<file path="src/rtl/key_filter_multi.sv">
// Multi-channel key filter: 2-flop sync, tick-sampled debounce,
// Press/Release/Held outputs and optional auto-repeat on Out.
module key_filter_multi #(
    parameter int N                   = 4,
    parameter int TICK_DIV            = 50_000,
    parameter int DEBOUNCE_TICKS      = 20,
    parameter int REPEAT_DELAY_TICKS  = 500,
    parameter int REPEAT_PERIOD_TICKS = 100,
    parameter int CNT_W               = 10
) (
    input  logic         Clock,
    input  logic         Resetn,
    input  logic [N-1:0] In,
    input  logic [N-1:0] RepeatEn,
    output logic [N-1:0] Press,
    output logic [N-1:0] Release,
    output logic [N-1:0] Out,
    output logic [N-1:0] Held,
    output logic         Strobe
);

    localparam int PW = (TICK_DIV > 1) ? $clog2(TICK_DIV) : 1;

    localparam logic [PW-1:0]    P_LAST = PW'(TICK_DIV - 1);
    localparam logic [CNT_W-1:0] ONE    = CNT_W'(1);
    localparam logic [CNT_W-1:0] DB_N   = CNT_W'(DEBOUNCE_TICKS);
    localparam logic [CNT_W-1:0] RD_N   = CNT_W'(REPEAT_DELAY_TICKS);
    localparam logic [CNT_W-1:0] RD_SAT = CNT_W'(REPEAT_DELAY_TICKS - 1);
    localparam logic [CNT_W-1:0] RP_N   = CNT_W'(REPEAT_PERIOD_TICKS);
    localparam bit               DB_ONE = (DEBOUNCE_TICKS == 1);

    typedef enum logic [2:0] {
        IDLE,
        DB_PRESS,
        HOLD_DELAY,
        HOLD_REPEAT,
        DB_RELEASE
    } state_t;

    logic [PW-1:0] pcnt;
    logic          tick;
    logic [N-1:0]  sync1;
    logic [N-1:0]  s;

    assign tick = (pcnt == P_LAST);

    always_ff @(posedge Clock) begin
        if (!Resetn) begin
            pcnt   <= '0;
            Strobe <= 1'b0;
            sync1  <= '0;
            s      <= '0;
        end else begin
            pcnt   <= tick ? '0 : pcnt + PW'(1);
            Strobe <= tick;
            sync1  <= In;
            s      <= sync1;
        end
    end

    for (genvar i = 0; i < N; i++) begin : g_ch
        state_t           st, st_n;
        logic [CNT_W-1:0] cnt, cnt_n;
        logic             press_n, rel_n, out_n, held_n;
        logic             press_q, rel_q, out_q, held_q;

        always_ff @(posedge Clock) begin
            if (!Resetn) begin
                st      <= IDLE;
                cnt     <= '0;
                press_q <= 1'b0;
                rel_q   <= 1'b0;
                out_q   <= 1'b0;
                held_q  <= 1'b0;
            end else begin
                st      <= st_n;
                cnt     <= cnt_n;
                press_q <= press_n;
                rel_q   <= rel_n;
                out_q   <= out_n;
                held_q  <= held_n;
            end
        end

        always_comb begin
            st_n    = st;
            cnt_n   = cnt;
            press_n = 1'b0;
            rel_n   = 1'b0;
            out_n   = 1'b0;
            if (tick) begin
                unique case (st)
                    IDLE: begin
                        if (s[i]) begin
                            if (DB_ONE) begin
                                st_n    = HOLD_DELAY;
                                cnt_n   = '0;
                                press_n = 1'b1;
                                out_n   = 1'b1;
                            end else begin
                                st_n  = DB_PRESS;
                                cnt_n = ONE;
                            end
                        end
                    end
                    DB_PRESS: begin
                        if (!s[i]) begin
                            st_n  = IDLE;
                            cnt_n = '0;
                        end else if (cnt + ONE == DB_N) begin
                            st_n    = HOLD_DELAY;
                            cnt_n   = '0;
                            press_n = 1'b1;
                            out_n   = 1'b1;
                        end else begin
                            cnt_n = cnt + ONE;
                        end
                    end
                    HOLD_DELAY: begin
                        if (!s[i]) begin
                            if (DB_ONE) begin
                                st_n  = IDLE;
                                cnt_n = '0;
                                rel_n = 1'b1;
                            end else begin
                                st_n  = DB_RELEASE;
                                cnt_n = ONE;
                            end
                        end else if (RepeatEn[i] && (cnt + ONE == RD_N)) begin
                            st_n  = HOLD_REPEAT;
                            cnt_n = '0;
                            out_n = 1'b1;
                        end else if (cnt != RD_SAT) begin
                            cnt_n = cnt + ONE;
                        end
                    end
                    HOLD_REPEAT: begin
                        if (!s[i]) begin
                            if (DB_ONE) begin
                                st_n  = IDLE;
                                cnt_n = '0;
                                rel_n = 1'b1;
                            end else begin
                                st_n  = DB_RELEASE;
                                cnt_n = ONE;
                            end
                        end else if (!RepeatEn[i]) begin
                            // park saturated so re-enabling repeats on the next tick
                            st_n  = HOLD_DELAY;
                            cnt_n = RD_SAT;
                        end else if (cnt + ONE == RP_N) begin
                            cnt_n = '0;
                            out_n = 1'b1;
                        end else begin
                            cnt_n = cnt + ONE;
                        end
                    end
                    DB_RELEASE: begin
                        if (s[i]) begin
                            st_n  = HOLD_DELAY;
                            cnt_n = '0;
                        end else if (cnt + ONE == DB_N) begin
                            st_n  = IDLE;
                            cnt_n = '0;
                            rel_n = 1'b1;
                        end else begin
                            cnt_n = cnt + ONE;
                        end
                    end
                    default: begin
                        st_n  = IDLE;
                        cnt_n = '0;
                    end
                endcase
            end
            held_n = (st_n == HOLD_DELAY) || (st_n == HOLD_REPEAT) ||
                     (st_n == DB_RELEASE);
        end

        assign Press[i]   = press_q;
        assign Release[i] = rel_q;
        assign Out[i]     = out_q;
        assign Held[i]    = held_q;
    end

endmodule

</file>
<file path="config.mk">
export PLATFORM = sky130hd
export DESIGN_NAME = key_filter_multi
export DESIGN_NICKNAME = d
export VERILOG_FILES = /design/src/rtl/key_filter_multi.sv
export SDC_FILE = /design/constraint.sdc
export NUM_CORES = 1
export LEC_CHECK = 0
export BUFFER_PORTS_ARGS = -buffer_cell sky130_fd_sc_hd__buf_2
export CAP_MARGIN = 5
export CORE_MARGIN = 1
export CORE_UTILIZATION = 55
export CTS_BUF_LIST = sky130_fd_sc_hd__clkbuf_4 sky130_fd_sc_hd__clkbuf_8
export DETAILED_ROUTE_END_ITERATION = 7
export HOLD_SLACK_MARGIN = 0.12
export PLACE_DENSITY_LB_ADDON = 0.15
export SLEW_MARGIN = 20
export SYNTH_ARGS = -nofsm -noshare
export SYNTH_HDL_FRONTEND = slang
export SYNTH_SLANG_ARGS = --single-unit
export TNS_END_PERCENT = 100
</file>
<file path="constraint.sdc">
create_clock -name Clock -period 5.2 [get_ports Clock]
set_input_delay 0.78 -clock Clock [delete_from_list [all_inputs] [get_ports Clock]]
set_output_delay 0.78 -clock Clock [all_outputs]
set_load 0.01 [all_outputs]
</file>
==> results_dict.tcl, run 1 <==
set metrics [dict create \
    status "finished, final reports clean" \
    drc 0 \
    num_io_pins 27 \
    vdd_ir_drop_max_uv 145.3 \
    powerDensity_mw_per_mm2 191.9 \
    vias 6327 \
    syn_inst 877 \
    power_frac_clock_pct 39.0 \
    avgSynthCellArea_sq_um 7.396 \
    reg2regPathDepth 8 \
    area_growth_syn_to_layout_pct 1.736 \
    hold_slack_ns 0.4390 \
    seq_power_share_pct 57.2 \
    hp-start "sync1[2]" \
    drive_gt1_share_pct 8.115 \
    critPathMaxFanout 13 \
    muxShareOfSynthArea_pct 0.6366 \
    whs_path_depth 1 \
    max-clock-path-buffers 2 \
    combPwrFrac_pct 3.8 \
    coreArea_sq_mm 0.01147 \
    layout_commonest_cell "dfxtp_1" \
    num_rows 39 \
    period_minus_slack_ns 3.483 \
    hp-class "reg -> reg" \
    yosysSeqAreaShare_pct 28.70 \
    setup_viol 0 \
    min_to "s[2]" \
    reg2reg_slack_ns 1.72 \
    rsz0062_at_grt "false" \
    timing.rr.start "g_ch[1].cnt[2]" \
    async_flop_share_pct 0 \
    grt.total_usage_pct 26.42 \
    criticalPathCategory "reg -> reg" \
    power_switching_mw 0.3131 \
    numCtsBuffers 9 \
    skew_ns 0.01233 \
    drtAntennaViolNets 0 \
    synth-compound-area-share_pct 24.59 \
    switching_share_pct 24.73 \
    cap_violations 0 \
    synth-xor-area-share_pct 2.566 \
    drtPass1Iterations 5 \
    end_kind "register" \
    cts_sinks 93 \
    report.final.slew_viol_count 0 \
    synth-main-ff-cell "dfxtp_1" \
    synth_cell_types 83 \
    die-area_sq_mm 0.01223 \
    grt_start_max_net_pins 32 \
    gp_congestion 0.9472 \
    intPower_mw 0.9532 \
    clk_latency_ns 0.38 \
    die_h_um 110.6 \
    yosys_warnings 0 \
    grt_pass1_vias 5746 \
    port_buffers 26 \
    fp.dieW_um 110.6 \
    synth_top_family_by_area "simple AND/OR/NAND/NOR gates" \
    tns_ns 0 \
    cp.required_ns 5.47 \
    synth_fa_ha_area_share_pct 1.736 \
    start_util_pct 56.56 \
    cts_resized 0 \
    crit_path_start_kind "register" \
    synth_nets 896 \
    wl_um 15930 \
    synth_edf_count 0 \
    synthesis.area_sq_mm 0.006486 \
    max_freq_mhz 287.1 \
    postCtsSetupRepairBufs 0 \
    viasPerCell 6.450 \
    rr_endpoint "g_ch[1].cnt[7]" \
    hold_viol 0 \
    antenna_found_initial 0 \
    post-route-period-util_pct 66.98 \
    fin_nets 853 \
    yosys.area_share.simple_pct 34.74 \
    cts_tree "yes" \
    htreeDepth 3 \
    tightest_slew_ns 1.083 \
    clk_pin_slew_ns 0.09 \
    slew_headroom_pct 26.83 \
    overflow 0 \
    ys_ff_latch 93 \
    layout_common_cells "93 x dfxtp_1, 89 x nand2_1, 65 x nor2_1, 63 x o21ai_0, 55 x a21oi_1" \
    grt_pass1_wl_um 27230 \
    p_total_mw 1.266 \
    drt_iter0_drc 524 \
    cp.arrival_ns 3.76 \
    p_leak_nw 2.293 \
    cts_hold_buffers 0 \
    dp_hpwl_um 11120 \
    antennaDiodeCount 0 \
    avgRoutedWirePerCell_um 16.24 \
    root_buffer "clkbuf_8" \
]
## power by group through the flow
stage / clock network (mW) / logic, mW / registers [mW]
2_1_floorplan: 0 / 0.0369 / 0.736
3_3_place_gp: 0 / 0.0469 / 0.741
3_5_place_dp: 0 / 0.0476 / 0.741
4_1_cts: 0.505 / 0.0477 / 0.724
5_1_grt: 0.533 / 0.0538 / 0.726
6_report: 0.493 / 0.0484 / 0.725
## state kept, by name, indices dropped and copies added, names as in the netlist
signal and count:
Strobe 1, g_ch.cnt 40, g_ch.held_q 4, g_ch.out_q 4
g_ch.press_q 4, g_ch.rel_q 4, g_ch.st 12, pcnt 16
s 4, sync1 4
## worst max-delay path by stage
stage                               from        endpoint  slack (ns)  depth (start not counted)
after floorplan           g_ch[2].cnt[1]  g_ch[2].cnt[6]        2.44                         10
after global placement           pcnt[0]  g_ch[2].cnt[1]        1.92                          9
after detailed placement  g_ch[1].cnt[2]  g_ch[1].cnt[7]        1.79                          8
after CTS                 g_ch[1].cnt[2]  g_ch[1].cnt[7]        1.77                          8
after global routing      g_ch[1].cnt[2]  g_ch[1].cnt[7]        1.45                          8
final                     g_ch[1].cnt[2]  g_ch[1].cnt[7]        1.72                          8
## cell usage after synthesis, drive strengths merged, types with 10 or more instances
master  number  area [sq um]
dfxtp       93          1862
nand2       89         334.1
nor2        66         250.2
o21ai       64         320.3
a21oi       56         291.5
clkbuf      53         202.7
nand3       40         200.2
nor3        31         155.2
buf         28         188.9
nand4       28         202.7
nand2b      22         137.6
nor2b       22         137.6
and2        18         112.6
and3        18         112.6
inv         17         63.81
or3         17         106.4
nand3b      12         90.09
nor4        12         75.07
a31oi       11         68.82
a211oi      10         75.07
xor2        10         87.58
## per-layer routing
layer	vias to the layer above	share of wire, %	track usage (%)
met2	226	46	41.08
met4	0	1.5	9.778
met3	27	6.5	4.555
met1	2959	46	36.61
li1	3115	-	-
met5	-	0	0
## critical path, cell delays in order (launching register included)
cell and delay (ns):
dfxtp_1 0.54, nand4_1 0.37, or3_1 0.54, xor2_1 0.20, nand4_1 0.20, a41oi_1 0.95
nand2b_1 0.24, o21ai_0 0.11, a22o_1 0.24
## per-stage QoR
stage	util, %	setup slack [ns]	instances	area (sq um)
final	57.55	1.717	981	6599
after floorplan	-	2.438	877	6486
after detailed placement	55.91	1.790	966	6411
after global routing	57.55	1.453	981	6599
after CTS	57.55	1.773	981	6599
after global placement	55.91	1.922	966	6411
## final cells by class
class                   count  area (sq um)
fillers                  1044          4868
multi-input cells         686          4169
flip-flops and latches     93          1862
well taps                 143         178.9
repair buffers             27         137.6
clock buffers               9         123.9
clock inverters             6         63.81
inverters                  17         63.81
## kinds of logic (layout without fill, tap and decap cells)
| kind of cell | count (synthesis) | count (layout) |
|---|---|---|
| flops | 93 | 93 |
| compound gates | 238 | 238 |
| xor+xnor | 19 | 19 |
| fa+ha+maj | 9 | 9 |
| simple gates | 416 | 416 |
| mux | 4 | 4 |
| buf+inv | 98 | 59 |
Power figures use the tool's default switching activity.
==> inputs of run 2 (changes only) <==
==> constraint.sdc (replaced) <==
create_clock -name Clock -period 3.2 [get_ports Clock]
set_input_delay 0.48 -clock Clock [delete_from_list [all_inputs] [get_ports Clock]]
set_output_delay 0.48 -clock Clock [all_outputs]
set_load 0.01 [all_outputs]
==> run 2 against run 1 <==
Setup slack got worse by 1.5 ns. Worst hold slack got worse by 0.15 ns. Critical path depth increased by 2. Critical endpoint is now g_ch[1].cnt[6]. Largest power group unchanged. Highest routed layer unchanged.
==> results_dict.tcl, run 2 (synthesized netlist as in run 1, its figures left out) <==
set metrics [dict create \
    drtAntennaViolNets 0 \
    grt.total_usage_pct 27.64 \
    max_freq_mhz 338.5 \
    htreeDepth 3 \
    gp_congestion 0.9480 \
    hp-class "in -> reg" \
    fill_cells 1040 \
    reg2reg_slack_ns 0.25 \
    cts_sinks 93 \
    timing.rr.start "g_ch[1].cnt[1]" \
    path_cells "ha_2 > nand4_1 > o32a_1 > o22ai_1 > nand4_1 > a41oi_1 > buf_4 > nand2b_1 > o21ai_0 > a22o_1" \
    hold_slack_ns 0.2877 \
    grt_pass1_vias 5837 \
    layout_commonest_cell "dfxtp_1" \
    grt_start_max_net_pins 25 \
    met3_usage_pct 3.238 \
    tns_ns 0 \
    min_to "sync1[2]" \
    status "finished, final reports clean" \
    end_kind "register" \
    start_util_pct 56.56 \
    coreArea_sq_mm 0.01147 \
    viasPerCell 6.369 \
    gr-usage-met1_pct 38.63 \
    regMostFlops "g_ch.cnt" \
    tightest_slew_ns 0.5916 \
    drt_iter0_drc 620 \
    path_common_cell "nand4_1" \
    whs_path_depth 2 \
    clk_latency_ns 0.39 \
    criticalPathCategory "reg -> reg" \
    layout_common_cells "93 x dfxtp_1, 89 x nand2_1, 65 x nor2_1, 63 x o21ai_0, 55 x a21oi_1" \
    vias 6471 \
    hold_viol 0 \
    avgRoutedWirePerCell_um 16.36 \
    setup_viol 0 \
    drive_gt1_share_pct 12.37 \
    num_io_pins 27 \
    wl_um 16620 \
    num_rows 39 \
    drtPass1Iterations 5 \
    fp.dieW_um 110.6 \
    grt_pass1_wl_um 28360 \
    powerDensity_mw_per_mm2 316.7 \
    fin_nets 887 \
    largestRegisters "g_ch.cnt: 40 flops, pcnt: 16 flops, g_ch.st: 12 flops" \
    largest_reg_flops 40 \
    crit_slowest_cell "dfxtp_1" \
    rsz0062_at_grt "false" \
    grt-busiest-layer "met2" \
    area_growth_syn_to_layout_pct 6.655 \
    port_buffers 26 \
    overflow 0 \
    cap_violations 0 \
    die_h_um 110.6 \
    cp.arrival_ns 3.25 \
    numCtsBuffers 9 \
    cts_tree "yes" \
    crit_path_start_kind "register" \
    die-area_sq_mm 0.01223 \
    vdd_ir_drop_max_uv 249.5 \
    max-clock-path-buffers 2 \
    clk_pin_slew_ns 0.10 \
    slowest_delay_ns 0.54 \
    post-route-period-util_pct 92.32 \
    hp-start "In[2]" \
    report.final.slew_viol_count 0 \
    root_buffer "clkbuf_8" \
    dp_hpwl_um 11850 \
    postCtsSetupRepairBufs 0 \
    drc 0 \
    grt_use_met2_pct 43.89 \
    period_minus_slack_ns 2.954 \
    antenna_found_initial 0 \
    critPathMaxFanout 11 \
    slew_headroom_pct 60.15 \
    cp.required_ns 3.49 \
    antennaDiodeCount 0 \
    reg2regPathDepth 10 \
    p_leak_nw 2.486 \
    skew_ns 0.009939 \
    rr_endpoint "g_ch[1].cnt[6]" \
]
## run 2: cell types whose count changed in the layout (fill, tap and decap cells not counted), sizes merged
cell      before  now
inv           18   20
bufinv         1    2
clkinvlp       2    1
buf           27   61
clkinv         2    1
## run 2: worst max-delay path by stage
stage	start	to	depth (start not counted)
4_1_cts	g_ch[2].cnt[0]	g_ch[2].cnt[6]	9
2_1_floorplan	g_ch[2].cnt[1]	g_ch[2].cnt[6]	10
6_report	g_ch[1].cnt[1]	g_ch[1].cnt[6]	10
3_3_place_gp	g_ch[2].cnt[0]	g_ch[2].cnt[6]	9
3_5_place_dp	g_ch[2].cnt[0]	g_ch[2].cnt[6]	9
5_1_grt	g_ch[3].cnt[1]	g_ch[3].cnt[8]	9
## run 2: critical path: cells and delay by family, from the launching register on
| kind | cells | cell delay [ns] |
|---|---|---|
| AND/OR/NAND/NOR | 3 | 0.56 |
| adder cells (fa/ha/maj) | 1 | 0.37 |
| AO/OA/AOI/OAI | 5 | 1.19 |
| buffers and inverters | 1 | 0.20 |
| flip-flops | 1 | 0.54 |
## run 2: timing repair
item                                   CTS  global route
resized for setup                        0             5
endpoints found under the hold margin    0             0
setup endpoints to repair                0            11
hold buffers                             0             0
## run 2: power by group
group | switching, mW | internal [mW] | total [mW] | leakage (nW)
logic | 0.0557 | 0.0291 | 0.0848 | 1.62
clock network | 0.476 | 0.452 | 0.929 | 0.112
registers | 0.0110 | 1.17 | 1.18 | 0.751
## run 2: layer usage
metal | routed length, um | vias to the layer above
met5 | 0 | -
met4 | 235 | 0
met3 | 926 | 18
met2 | 7723 | 240
met1 | 7733 | 3015
li1 | - | 3198
## run 2: cell type report
type / count / area [sq um] / share of cell area (%)
inverters: 17 / 63.81 / 0.9224
clock inverters: 7 / 105.1 / 1.519
well taps: 143 / 178.9 / 2.586
repair buffers: 61 / 392.9 / 5.679
clock buffers: 9 / 123.9 / 1.791
multi-input cells: 686 / 4192 / 60.59
flip-flops and latches: 93 / 1862 / 26.91
## run 2: stage by stage
step                      power [mW]  area, sq um  util, %  setup slack [ns]  std cells
after floorplan                1.256         6486        -            0.4376        877
after global placement         1.283         6666    58.13            0.3250       1000
after detailed placement       1.287         6666    58.13            0.2279       1000
after CTS                      2.206         6895    60.13            0.2043       1016
after global routing           2.262         6918    60.33          0.006726       1016
final                          2.191         6918    60.33            0.2459       1016
==> inputs of run 3 (changes only) <==
--- a/config.mk
+++ b/config.mk
@@ -7,11 +7,13 @@
 export LEC_CHECK = 0
 export BUFFER_PORTS_ARGS = -buffer_cell sky130_fd_sc_hd__buf_2
 export CAP_MARGIN = 5
+export CORE_ASPECT_RATIO = 0.75
 export CORE_MARGIN = 1
 export CORE_UTILIZATION = 55
 export CTS_BUF_LIST = sky130_fd_sc_hd__clkbuf_4 sky130_fd_sc_hd__clkbuf_8
 export DETAILED_ROUTE_END_ITERATION = 7
 export HOLD_SLACK_MARGIN = 0.12
+export MAX_ROUTING_LAYER = met4
 export PLACE_DENSITY_LB_ADDON = 0.15
 export SLEW_MARGIN = 20
 export SYNTH_ARGS = -nofsm -noshare
==> run 3 against run 2 <==
Total power down 12%. First-iteration DRC count up 30%. Clock skew up 0.0019 ns. Cell count up 0.89%. Sequential share of layout area up 0.36 points. Critical path depth down 2. Maximum frequency up 0.23%. Sequential cell count unchanged. Worst hold slack better by 0.029 ns. Sequential power about the same. Non-clock buffer count down 1. Critical path type unchanged. Critical endpoint is now g_ch[3].cnt[5]. Largest power group unchanged. Highest routed layer unchanged.
==> results_dict.tcl, run 3 (synthesized netlist as in run 1, its figures left out) <==
set metrics [dict create \
    status "finished, final reports clean" \
    postCtsSetupRepairBufs 0 \
    coreArea_sq_mm 0.01119 \
    clk_pin_slew_ns 0.09 \
    tightest_slew_ns 0.5614 \
    end_kind "register" \
    clk_latency_ns 0.37 \
    slew_headroom_pct 62.53 \
    critPathMaxFanout 13 \
    tns_ns 0 \
    overflow 0 \
    period_minus_slack_ns 2.947 \
    viasPerCell 6.410 \
    setup_ws_ns 0.2528 \
    drtPass1Iterations 5 \
    largestRegisters "g_ch.cnt: 40 flops, pcnt: 16 flops, g_ch.st: 12 flops" \
    drt_iter0_drc 809 \
    max-clock-path-buffers 2 \
    cts_tree "yes" \
    layout_common_cells "93 x dfxtp_1, 89 x nand2_1, 65 x nor2_1, 62 x o21ai_0, 55 x a21oi_1" \
    root_buffer "clkbuf_8" \
    start_util_pct 57.97 \
    cts_resized 0 \
    hp-class "in -> reg" \
    die-area_sq_mm 0.01224 \
    fin_nets 886 \
    area_growth_syn_to_layout_pct 5.247 \
    setup_viol 0 \
    grt_pass1_wl_um 27320 \
    crit_path_start_kind "register" \
    num_rows 33 \
    htreeDepth 3 \
    vias 6570 \
    cts_sinks 93 \
    die_h_um 96.05 \
    port_buffers 26 \
    post-route-period-util_pct 92.10 \
    drive_gt1_share_pct 11.41 \
    drc 0 \
    cp.arrival_ns 3.25 \
    gp_congestion 0.9777 \
    powerDensity_mw_per_mm2 281.1 \
    report.final.slew_viol_count 0 \
    reg2regPathDepth 8 \
    antenna_found_initial 0 \
    antennaDiodeCount 0 \
    grt.total_usage_pct 28.39 \
    rsz0062_at_grt "false" \
    num_io_pins 27 \
    hold_viol 0 \
    largest_reg_flops 40 \
    whs_path_depth 2 \
    numCtsBuffers 9 \
    cts_hold_buffers 0 \
    layout_commonest_cell "dfxtp_1" \
    dp_hpwl_um 11950 \
    cap_violations 0 \
    pre_cts_ws_ns 0.1664 \
    skew_ns 0.01188 \
    grt_pass1_vias 5616 \
    wl_um 16370 \
    drtAntennaViolNets 0 \
    criticalPathCategory "reg -> reg" \
    vdd_ir_drop_max_uv 210.1 \
    avgRoutedWirePerCell_um 15.97 \
    max_freq_mhz 339.3 \
    fp.dieW_um 127.4 \
    regMostFlops "g_ch.cnt" \
    grt_start_max_net_pins 26 \
    cp.required_ns 3.50 \
    p_leak_nw 2.441 \
]
[run 3: power breakdown]
part	internal, mW	leakage, nW	switching [mW]
combinational	0.0278	1.62	0.0536
clock	0.274	0.0696	0.386
sequential	1.17	0.751	0.0108
[run 3: worst max-delay path: stages, from the launching register on]
cell and delay (ns):
dfxtp_1 0.60, nand4_4 0.20, or4_4 0.56, and4b_1 0.23, and4b_1 0.30, mux2_2 0.31, o21ai_1 0.37, nand2_1 0.13
o2111ai_1 0.18
[run 3: stage by stage]
stage	area (sq um)	instances	power, mW	hold slack (ns)	utilization [%]
detailed placement	6676	1013	1.283	0.4196	59.67
finish	6827	1025	1.919	0.3166	61.01
CTS	6823	1025	1.941	0.3043	60.98
global placement	6676	1013	1.281	0.4170	59.67
global route	6827	1025	1.995	0.2998	61.01
floorplan	6486	877	1.256	0.4119	-
[run 3: worst paths after layout]
| kind | slack [ns] | startpoint | end |
|---|---|---|---|
| setup / recovery | 0.25 | g_ch[3].cnt[3] | g_ch[3].cnt[5] |
| hold / removal | 0.32 | In[1] | sync1[1] |
| hold reg to reg | 0.43 | sync1[0] | s[0] |
| setup reg to reg | 0.25 | g_ch[3].cnt[3] | g_ch[3].cnt[5] |
[run 3: cell type report]
cell class              count  area, sq um
repair buffers             60        385.4
clock inverters             2        15.01
clock buffers              10        131.4
inverters                  17        63.81
flip-flops and latches     93         1862
multi-input cells         686         4173
well taps                 157        196.4
fillers                  1014         4363
[run 3: per-layer routing]
layer | vias up | wire, um | part of all wire, % | track usage (%)
met3 | 18 | 1236 | 7.6 | 6.337
li1 | 3185 | - | - | -
met1 | 3065 | 7920 | 48 | 39.20
met4 | 0 | 158 | 0.97 | 6.647
met2 | 302 | 7051 | 43 | 41.99
met5 | - | 0 | 0 | -
